**src/rtl/tone_timer.sv**
```systemverilog
// tone_timer -- programmable timer with prescaler, pause/stop, expiry pulse,
// sticky expiry flag and optional square-wave buzzer output.
//
// Ports:
//   clk        system clock
//   rst        asynchronous, active-low reset
//   start      pulse: latch config into shadow registers and (re)start timing
//   stop       pulse: abort timing and return to idle (count is kept)
//   pause      level: freeze counting while high
//   periodic   1 = reload on expiry, 0 = one-shot
//   beep_en    1 = drive buzz while running
//   limit      terminal count value
//   prescale   one tick every prescale+1 clk cycles
//   tone_div   buzz toggles every tone_div+1 clk cycles
//   flag_clr   clears done_flag (a simultaneous expiry wins)
//   count      current count value
//   busy       high while running or held
//   done_pulse one-cycle pulse on each expiry
//   done_flag  sticky expiry flag
//   buzz       buzzer square wave
module tone_timer #(
  parameter int CNT_W  = 32,
  parameter int PRE_W  = 16,
  parameter int TONE_W = 16
) (
  input  logic              clk,
  input  logic              rst,
  input  logic              start,
  input  logic              stop,
  input  logic              pause,
  input  logic              periodic,
  input  logic              beep_en,
  input  logic [CNT_W-1:0]  limit,
  input  logic [PRE_W-1:0]  prescale,
  input  logic [TONE_W-1:0] tone_div,
  input  logic              flag_clr,
  output logic [CNT_W-1:0]  count,
  output logic              busy,
  output logic              done_pulse,
  output logic              done_flag,
  output logic              buzz
);

  localparam logic [1:0] IDLE = 2'd0;
  localparam logic [1:0] RUN  = 2'd1;
  localparam logic [1:0] HOLD = 2'd2;

  localparam logic [CNT_W-1:0]  CNT_ONE  = {{(CNT_W-1){1'b0}}, 1'b1};
  localparam logic [PRE_W-1:0]  PRE_ONE  = {{(PRE_W-1){1'b0}}, 1'b1};
  localparam logic [TONE_W-1:0] TONE_ONE = {{(TONE_W-1){1'b0}}, 1'b1};

  logic [1:0]        state_r;
  logic [CNT_W-1:0]  limit_r;
  logic [PRE_W-1:0]  prescale_r;
  logic [TONE_W-1:0] tone_div_r;
  logic              periodic_r;
  logic              beep_en_r;
  logic [CNT_W-1:0]  count_r;
  logic [PRE_W-1:0]  pre_cnt_r;
  logic [TONE_W-1:0] tone_cnt_r;
  logic              busy_r;
  logic              done_pulse_r;
  logic              done_flag_r;
  logic              buzz_r;

  logic active_s;
  logic count_en_s;
  logic tick_s;
  logic at_limit_s;
  logic tone_wrap_s;
  logic expiry_s;
  logic oneshot_end_s;

  // Decode of the current cycle: counting happens in RUN, and also in HOLD
  // once pause drops, so a pause of N sampled cycles costs exactly N cycles.
  always_comb begin
    active_s      = (state_r != IDLE);
    count_en_s    = active_s && !stop && !start && !pause;
    tick_s        = (pre_cnt_r == prescale_r);
    at_limit_s    = (count_r == limit_r);
    tone_wrap_s   = (tone_cnt_r == tone_div_r);
    expiry_s      = count_en_s && tick_s && at_limit_s;
    oneshot_end_s = tick_s && at_limit_s && !periodic_r;
  end

  // Main state machine, shadow config, counters and buzzer.
  always_ff @(posedge clk or negedge rst) begin
    if (!rst) begin
      state_r      <= IDLE;
      limit_r      <= {CNT_W{1'b0}};
      prescale_r   <= {PRE_W{1'b0}};
      tone_div_r   <= {TONE_W{1'b0}};
      periodic_r   <= 1'b0;
      beep_en_r    <= 1'b0;
      count_r      <= {CNT_W{1'b0}};
      pre_cnt_r    <= {PRE_W{1'b0}};
      tone_cnt_r   <= {TONE_W{1'b0}};
      busy_r       <= 1'b0;
      done_pulse_r <= 1'b0;
      buzz_r       <= 1'b0;
    end else begin
      done_pulse_r <= 1'b0;
      if (stop) begin
        // Abort: count is deliberately left showing where timing stopped.
        if (active_s) begin
          state_r    <= IDLE;
          busy_r     <= 1'b0;
          buzz_r     <= 1'b0;
          pre_cnt_r  <= {PRE_W{1'b0}};
          tone_cnt_r <= {TONE_W{1'b0}};
        end else begin
          state_r <= IDLE;
        end
      end else if (start) begin
        limit_r    <= limit;
        prescale_r <= prescale;
        tone_div_r <= tone_div;
        periodic_r <= periodic;
        beep_en_r  <= beep_en;
        state_r    <= RUN;
        busy_r     <= 1'b1;
        count_r    <= {CNT_W{1'b0}};
        pre_cnt_r  <= {PRE_W{1'b0}};
        tone_cnt_r <= {TONE_W{1'b0}};
        buzz_r     <= 1'b0;
      end else if (active_s) begin
        if (pause) begin
          // Counters freeze; only the buzzer is silenced.
          state_r <= HOLD;
          buzz_r  <= 1'b0;
        end else begin
          if (tick_s && at_limit_s) begin
            done_pulse_r <= 1'b1;
            pre_cnt_r    <= {PRE_W{1'b0}};
            if (periodic_r) begin
              state_r <= RUN;
              count_r <= {CNT_W{1'b0}};
            end else begin
              state_r <= IDLE;
              busy_r  <= 1'b0;
            end
          end else if (tick_s) begin
            state_r   <= RUN;
            pre_cnt_r <= {PRE_W{1'b0}};
            count_r   <= count_r + CNT_ONE;
          end else begin
            state_r   <= RUN;
            pre_cnt_r <= pre_cnt_r + PRE_ONE;
          end
          // Tone divider keeps running through periodic reloads.
          if (beep_en_r && !oneshot_end_s) begin
            if (tone_wrap_s) begin
              tone_cnt_r <= {TONE_W{1'b0}};
              buzz_r     <= ~buzz_r;
            end else begin
              tone_cnt_r <= tone_cnt_r + TONE_ONE;
            end
          end else begin
            tone_cnt_r <= {TONE_W{1'b0}};
            buzz_r     <= 1'b0;
          end
        end
      end else begin
        state_r <= IDLE;
      end
    end
  end

  // Sticky expiry flag; a set in the same cycle as a clear wins.
  always_ff @(posedge clk or negedge rst) begin
    if (!rst) begin
      done_flag_r <= 1'b0;
    end else if (expiry_s) begin
      done_flag_r <= 1'b1;
    end else if (flag_clr) begin
      done_flag_r <= 1'b0;
    end else begin
      done_flag_r <= done_flag_r;
    end
  end

  assign count      = count_r;
  assign busy       = busy_r;
  assign done_pulse = done_pulse_r;
  assign done_flag  = done_flag_r;
  assign buzz       = buzz_r;

endmodule

```
**config.mk**
```make
export PLATFORM = sky130hd
export DESIGN_NAME = tone_timer
export DESIGN_NICKNAME = d
export VERILOG_FILES = /design/src/rtl/tone_timer.sv
export SDC_FILE = /design/constraint.sdc
export NUM_CORES = 1
export LEC_CHECK = 0
export ABC_AREA = 1
export BUFFER_PORTS_ARGS = -buffer_cell sky130_fd_sc_hd__buf_2
export CORE_AREA = 2 2 124 126
export CTS_BUF_LIST = sky130_fd_sc_hd__clkbuf_16
export DETAILED_ROUTE_END_ITERATION = 6
export DIE_AREA = 0 0 126 128
export PLACE_DENSITY_LB_ADDON = 0.25
export RECOVER_POWER = 50
export SLEW_MARGIN = 20
export SYNTH_ARGS = -nofsm -noshare
export SYNTH_HDL_FRONTEND = slang
export SYNTH_SLANG_ARGS = --single-unit
```
**constraint.sdc**
```tcl
create_clock -name clk -period 1.7 [get_ports clk]
set_clock_uncertainty 0.15 [all_clocks]
set_input_delay 0.085 -clock clk [delete_from_list [all_inputs] [get_ports clk]]
set_output_delay 0.085 -clock clk [all_outputs]
set_load 0.005 [all_outputs]
```
# --- Yosys cells after proc, flatten, opt, wreduce, memory -nomap -nowiden ---
# Cells that the tools add are included.
op_classes:
  div: 0
  n_eq_ne: 9
  n_lt_le_gt_ge: 0
  shift: 0
  reduce_logical: 23
  n_bitwise: 2
  multipliers: 0
  addsub: 3
  n_mux: 45
op_table:
  columns: ["op", "n"]
  rows:
  - ["two-way mux 16 bit", 13]
  - ["two-way mux 32 bit", 6]
  - ["adder 16 x 1 -> 16 bit (second input constant)", 2]
  - ["adder 32 x 1 -> 32 bit (second input constant)", 1]
  - ["equality test 16 bit", 2]
  - ["equality test 32 bit", 1]
  - ["two-way mux 1 bit", 21]
  - ["two-way mux 2 bit", 5]
  - ["AND reduction 5 bit", 2]
  - ["inequality test 3 bit (second input constant)", 3]
  - ["logical AND 1 bit", 8]
  - ["AND reduction 3 bit", 2]
  - ["nonzero test 2 bit", 3]
  - ["nonzero test 3 bit", 2]
  - ["logical NOT 1 bit", 5]
  - ["inequality test 5 bit (second input constant)", 1]
  - ["inequality test 2 x 1 -> 1 bit (second input constant)", 1]
  - ["inequality test 2 bit (second input constant)", 1]
  - ["NOT 1 bit", 2]
  - ["AND reduction 2 bit", 1]
totals:
  ff_bits: 136
  mem_bits_rw: 0
  output_inout_bits: 36
  latchBits: 0
  in_bits: 72
  wordCells: 95
  n_memories: 0
  romBits: 0

# --- Longest topological paths before layout ---
logic_depth:
  word_depth: 10
  depth_mapped: 14

# --- Least setup slack after synthesis ---
# No wires, ideal clock.
synth_path:
  kind: "register -> register"
  start: "register count_r[0], in the netlist count[0]"
  end: "register count_r[22], in the netlist count[22]"
  setup_slack_ps: -201
  setup_ps: 74
  t_arrival_ps: 1677
  required_ps: 1476
  synth_period_minus_slack_ps: 1901
  stages_incl_launch_ff: 9
  path_cell_list: "dfrtp_1 -> ha_1 -> nand2_1 -> nor2_1 -> nand2_1 -> nor3_1 -> xor2_1 -> or2_2 -> o21ai_2"
synth_via:
  elab_chain_cells: 6
synth_rtl:
  columns: ["item", "line", "text"]
  rows:
  - ["from (decl)", "58", "logic [CNT_W-1:0] count_r;"]
  - ["from (signal assigned)", "95", "count_r <= {CNT_W{1'b0}};"]
  - ["from (signal assigned)", "122", "count_r <= {CNT_W{1'b0}};"]
  - ["from (signal assigned)", "137", "count_r <= {CNT_W{1'b0}};"]
  - ["adder 32 x 1 -> 32 bit or equality test 32 bit (tied branches)", "145, 80", null]
  - ["two-way mux 32 bit or logical AND 1 bit (tied branches)", "142, 132", null]
  - ["two-way mux 32 bit", "132", "if (tick_s && at_limit_s) begin"]
  - ["two-way mux 32 bit", "127", "if (pause) begin"]
  - ["two-way mux 32 bit", "126", "end else if (active_s) begin"]
  - ["two-way mux 32 bit", "114", "end else if (start) begin"]
# Several ways; a longest one is shown, not always the timed one. The select of a mux whose other input is x is not followed.
# A chain may end at the register's enable or synchronous reset.

# --- Worst setup path in the final report ---
layout_path:
  start: "register pre_cnt_r[12]"
  end: "register count_r[24], in the netlist count[24]"
layout_via:
  elab_chain_cells: 6
layout_rtl:
  columns: ["item", "line", "text"]
  rows:
  - ["from (decl)", "59", "logic [PRE_W-1:0] pre_cnt_r;"]
  - ["from (signal assigned)", "96", "pre_cnt_r <= {PRE_W{1'b0}};"]
  - ["from (signal assigned)", "109", "pre_cnt_r <= {PRE_W{1'b0}};"]
  - ["from (signal assigned)", "123", "pre_cnt_r <= {PRE_W{1'b0}};"]
  - ["equality test 16 bit *", "79", "tick_s = (pre_cnt_r == prescale_r);"]
  - ["logical AND 1 bit", "132", null]
  - ["two-way mux 32 bit", "132", null]
  - ["two-way mux 32 bit", "127", null]
  - ["two-way mux 32 bit", "126", null]
  - ["two-way mux 32 bit", "114", null]
  - ["to (signal assigned)", "122", null]
  - ["to (signal assigned)", "137", null]
  - ["to (signal assigned)", "145", "count_r <= count_r + CNT_ONE;"]
# Every way passes the cells marked *; elsewhere a longest branch is shown, timed or not. The select of a mux whose other input is x is not followed.

==> key figures <==
Placement
  – Area after DPL: 10100 sq um
  – IO Port Bufs: 107
  – Post-place setup slack: -517 ps
  – Routability cong.: 0.902
  – Placed instance count: 1471
  – Post-DP HPWL: 14900 um

Power
  – NetSw: 2.60 mW
  – Comb pwr share: 17.5%
  – Clk pwr share: 43.1%
  – Sw Ratio: 27.7%
  – Max VDD drop: 809 uV
  – Cell-internal power: 6.80 mW
  – Sequential share of power: 39.4%
  – Static Leak: 6.09 nW
  – Cell Pwr Density: 753 nW/um^2
  – Tot Pwr: 9.40 mW

Synthesis
  – Async SR Flop Fraction: 100%
  – Mux share of post-synthesis cell area: 4.65%
  – Synth Instances: 981
  – Number of synthesized flops with an enable pin: 0
  – Compound-Gate Fraction of Synth Area: 8.40%
  – Top FF cell, synth: dfrtp_1
  – Largest family of logic cells by synthesized area: simple AND/OR/NAND/NOR gates
  – Synthesis Warnings: 0
  – Adder-Cell Fraction of Synth Area: 0.485%
  – Post-Synthesis Cell Area: 7750 sq um
  – Avg Inst Size Synth: 7.90 sq um
  – Post-synthesis xor/xnor area fraction: 5.88%
  – Synth area leader: dfrtp_1
  – Distinct cells, synth: 44
  – Top cell type's share of synthesized area: 43.9%
  – Synth Area in Simple Gates: 29.0%
  – Post-synthesis sequential area ratio: 43.9%
  – Flops & latches, synth: 136
  – Post-synth net total: 1056
  – Synth area leaders: dfrtp_1, nand2_1, nor2_1, inv_1, mux2_2

Setup path
  – Critical Path RT: 1870 ps
  – RR Endpoint: count[24]$_DFFE_PN0P_
  – Crit path launch: pre_cnt_r[12]$_DFFE_PN0P_
  – CP arrival: 2440 ps
  – Reg-to-reg slack, setup: -570 ps
  – Critical path destination: count[24]$_DFFE_PN0P_
  – R2R Path Start: pre_cnt_r[12]$_DFFE_PN0P_
  – CP peak stage delay: 440 ps
  – Worst Reg-to-Reg Cells: 13
  – Cell Chain, Critical Path: inv_1 > nand2_1 > nand4_1 > nor2_1 > nand2_2 > nor2_8 > nor2_4 > nor2_4 > nand3_4 > buf_8 > buf_12 > nand2_2 > o21ai_2
  – Critical Path Fanout Max: 8
  – Critical path's slowest cell: dfrtp_1
  – Startpoint Class: register
  – Crit Path Class: reg -> reg
  – Worst setup EP type: register

Clock network
  – Clock-pin slew on the worst setup and hold paths: 70 ps
  – Clock Sink Count: 136
  – CTS Buf Count: 17
  – CTS Buffer Depth: 2
  – Clock latency on the worst-skew pair: 450 ps
  – CTS HTree Levels: 4
  – Root Driver: clkbuf_16
  – TritonCTS clock tree: done

Finish
  – Final core utilization: 84.0%
  – Nets: 1487
  – Area grow syn2layout: 61.1%
  – Non-Filler Instances: 1613
  – Final instance area: 12500 sq um
  – Share of cells above drive strength 1: 43.4%
  – ANT cells: 0

Drt
  – Final wirelength: 28400 um
  – First drt pass iteration count: 6
  – Routed vias/inst: 5.43
  – Vias after detailed routing: 8761
  – Wirelength per Cell: 17.6 um
  – DR DRC count: 0
  – DRT iter0 DRCs: 750
  – Post-route ant nets: 0

Worst hold path
  – Hold Path Stages: 5
  – Min-delay src: start
  – Hold WC Path Type: in -> reg

Floorplanning
  – Std-Cell Core Area: 14900 sq um
  – Chip Width: 126 um
  – I/O pin cnt: 108
  – Die ar.: 16100 sq um
  – Die height: 128 um
  – Cell row count: 45
  – Initial Utilization: 52.1%

Global routing
  – Total GRT Usage: 30.7%
  – Total grt overflow: 0
  – Initial antenna violation count: 0
  – Pin count of the biggest net entering global routing: 53
  – Vias in the first global route: 8368
  – First-pass GRT wire length: 39700 um

STA
  – RSZ-0062 raised after global routing: yes
  – Final Hold Fails: 0
  – Endpoints failing setup: 80
  – Final Cycle Share: 134%
  – Pins over their slew limit: 0
  – WHS: 49.5 ps
  – Worst setup margin: -570 ps
  – Min cycle time layout: 2270 ps
  – Slew @ Worst Pin: 1280 ps
  – TNS Setup: -28970 ps
  – FMAX: 0.441 GHz
  – Rel. slew slack: 15.0%

Status
  – Status: finished with violations
  – Failing checks: setup timing

Job
  – Max-Cap Viols: 0
==> power by group through the flow <==
stage	clock, mW	combinational, mW	sequential, mW
final	4.06	1.65	3.70
after global routing	4.20	1.79	3.72
after CTS	4.02	1.48	3.68
after detailed placement	0	1.27	3.73
after global placement	0	1.23	3.72
after floorplan	0	0.670	3.69
==> final cells by class <==
cell class | instances | area, sq um
Fill cell | 807 | 2380
Clock buffer | 17 | 425
Clock inverter | 15 | 200
Sequential cell | 136 | 3410
Multi-Input combinational cell | 704 | 4340
Inverter | 113 | 427
Timing Repair Buffer | 440 | 3440
Tap cell | 188 | 235
==> logic make-up after synthesis <==
group                      Yosys count
AOI/OAI and AO/OA                  106
xor gates and xnor gates            52
adders and majority gates            3
buffers and inverters              141
DFF                                136
muxes                               32
and+or+nand+nor                    511
==> critical path, delay by kind of cell (launching register included) <==
| kind | cells | cell delay, ps |
|---|---|---|
| AOI/OAI and AO/OA | 1 | 70 |
| buffers and inverters | 3 | 430 |
| DFF | 1 | 440 |
| and+or+nand+nor | 9 | 1050 |
==> worst min-delay path by stage <==
stage / endpoint / slack, ps
finish: tone_cnt_r[11]$_DFFE_PN0P_ / 50
global route: tone_cnt_r[11]$_DFFE_PN0P_ / 60
CTS: count[23]$_DFFE_PN0P_ / 20
detailed placement: count[23]$_DFFE_PN0P_ / -90
global placement: count[23]$_DFFE_PN0P_ / -90
floorplan: beep_en_r$_DFFE_PN0P_ / -360
==> cells in the final DEF, fill, tap and decap left out, types with 5 or more instances in the layout <==
master         instances
a21oi_1               41
nand2_2               25
dlygate4sd3_1         72
o21ai_2               31
nand3_4                5
buf_12                 5
a21oi_2               12
buf_2                106
o21ai_0               10
nor2_2                26
mux2_2                32
nand3_1               23
nor2_1                90
buf_4                231
clkbuf_16             20
nand2_4               23
nor3_1                21
nand4_1               32
or2_2                  8
xor2_1                29
xnor2_1               22
nor3_2                 9
buf_6                 12
o21ai_1                5
inv_2                 12
inv_1                 99
nand2_1              217
nor2_4                 9
dfrtp_1              128
dfrtp_2                8
==> per-layer routing <==
| layer | GRT usage, % | vias up | part of all wire [%] |
|---|---|---|---|
| li1 | - | 3997 | - |
| met1 | 37.8 | 4170 | 38 |
| met4 | 9.76 | 0 | 4.8 |
| met3 | 6.39 | 142 | 6.6 |
| met2 | 54.1 | 452 | 51 |
| met5 | 0 | - | 0 |
==> synthesized netlist by cell type (22+ instances only) <==
master,count
nor3_1,32
nor2_1,119
a21oi_1,53
xor2_1,30
dfrtp_1,136
nand3_1,27
xnor2_1,22
mux2_2,32
nand4_1,32
inv_1,106
nand2_1,264
o21ai_2,29
==> timing repair <==
item | in CTS | in global routing
pin swaps | 17 | 19
hold buffers | 72 | 0
setup endpoints to repair | 68 | 70
hold endpoints to repair | 212 | 0
gates resized for setup | 63 | 110
cloned | 3 | 3
setup buffers | 22 | 13
==> state kept, by name, summed over array words and instances (netlist names), 2 cells and up <==
register / flops
prescale_r: 16
tone_cnt_r: 16
pre_cnt_r: 16
count: 32
state_r: 2
tone_div_r: 16
limit_r: 32
Power figures use the tool's default switching activity.
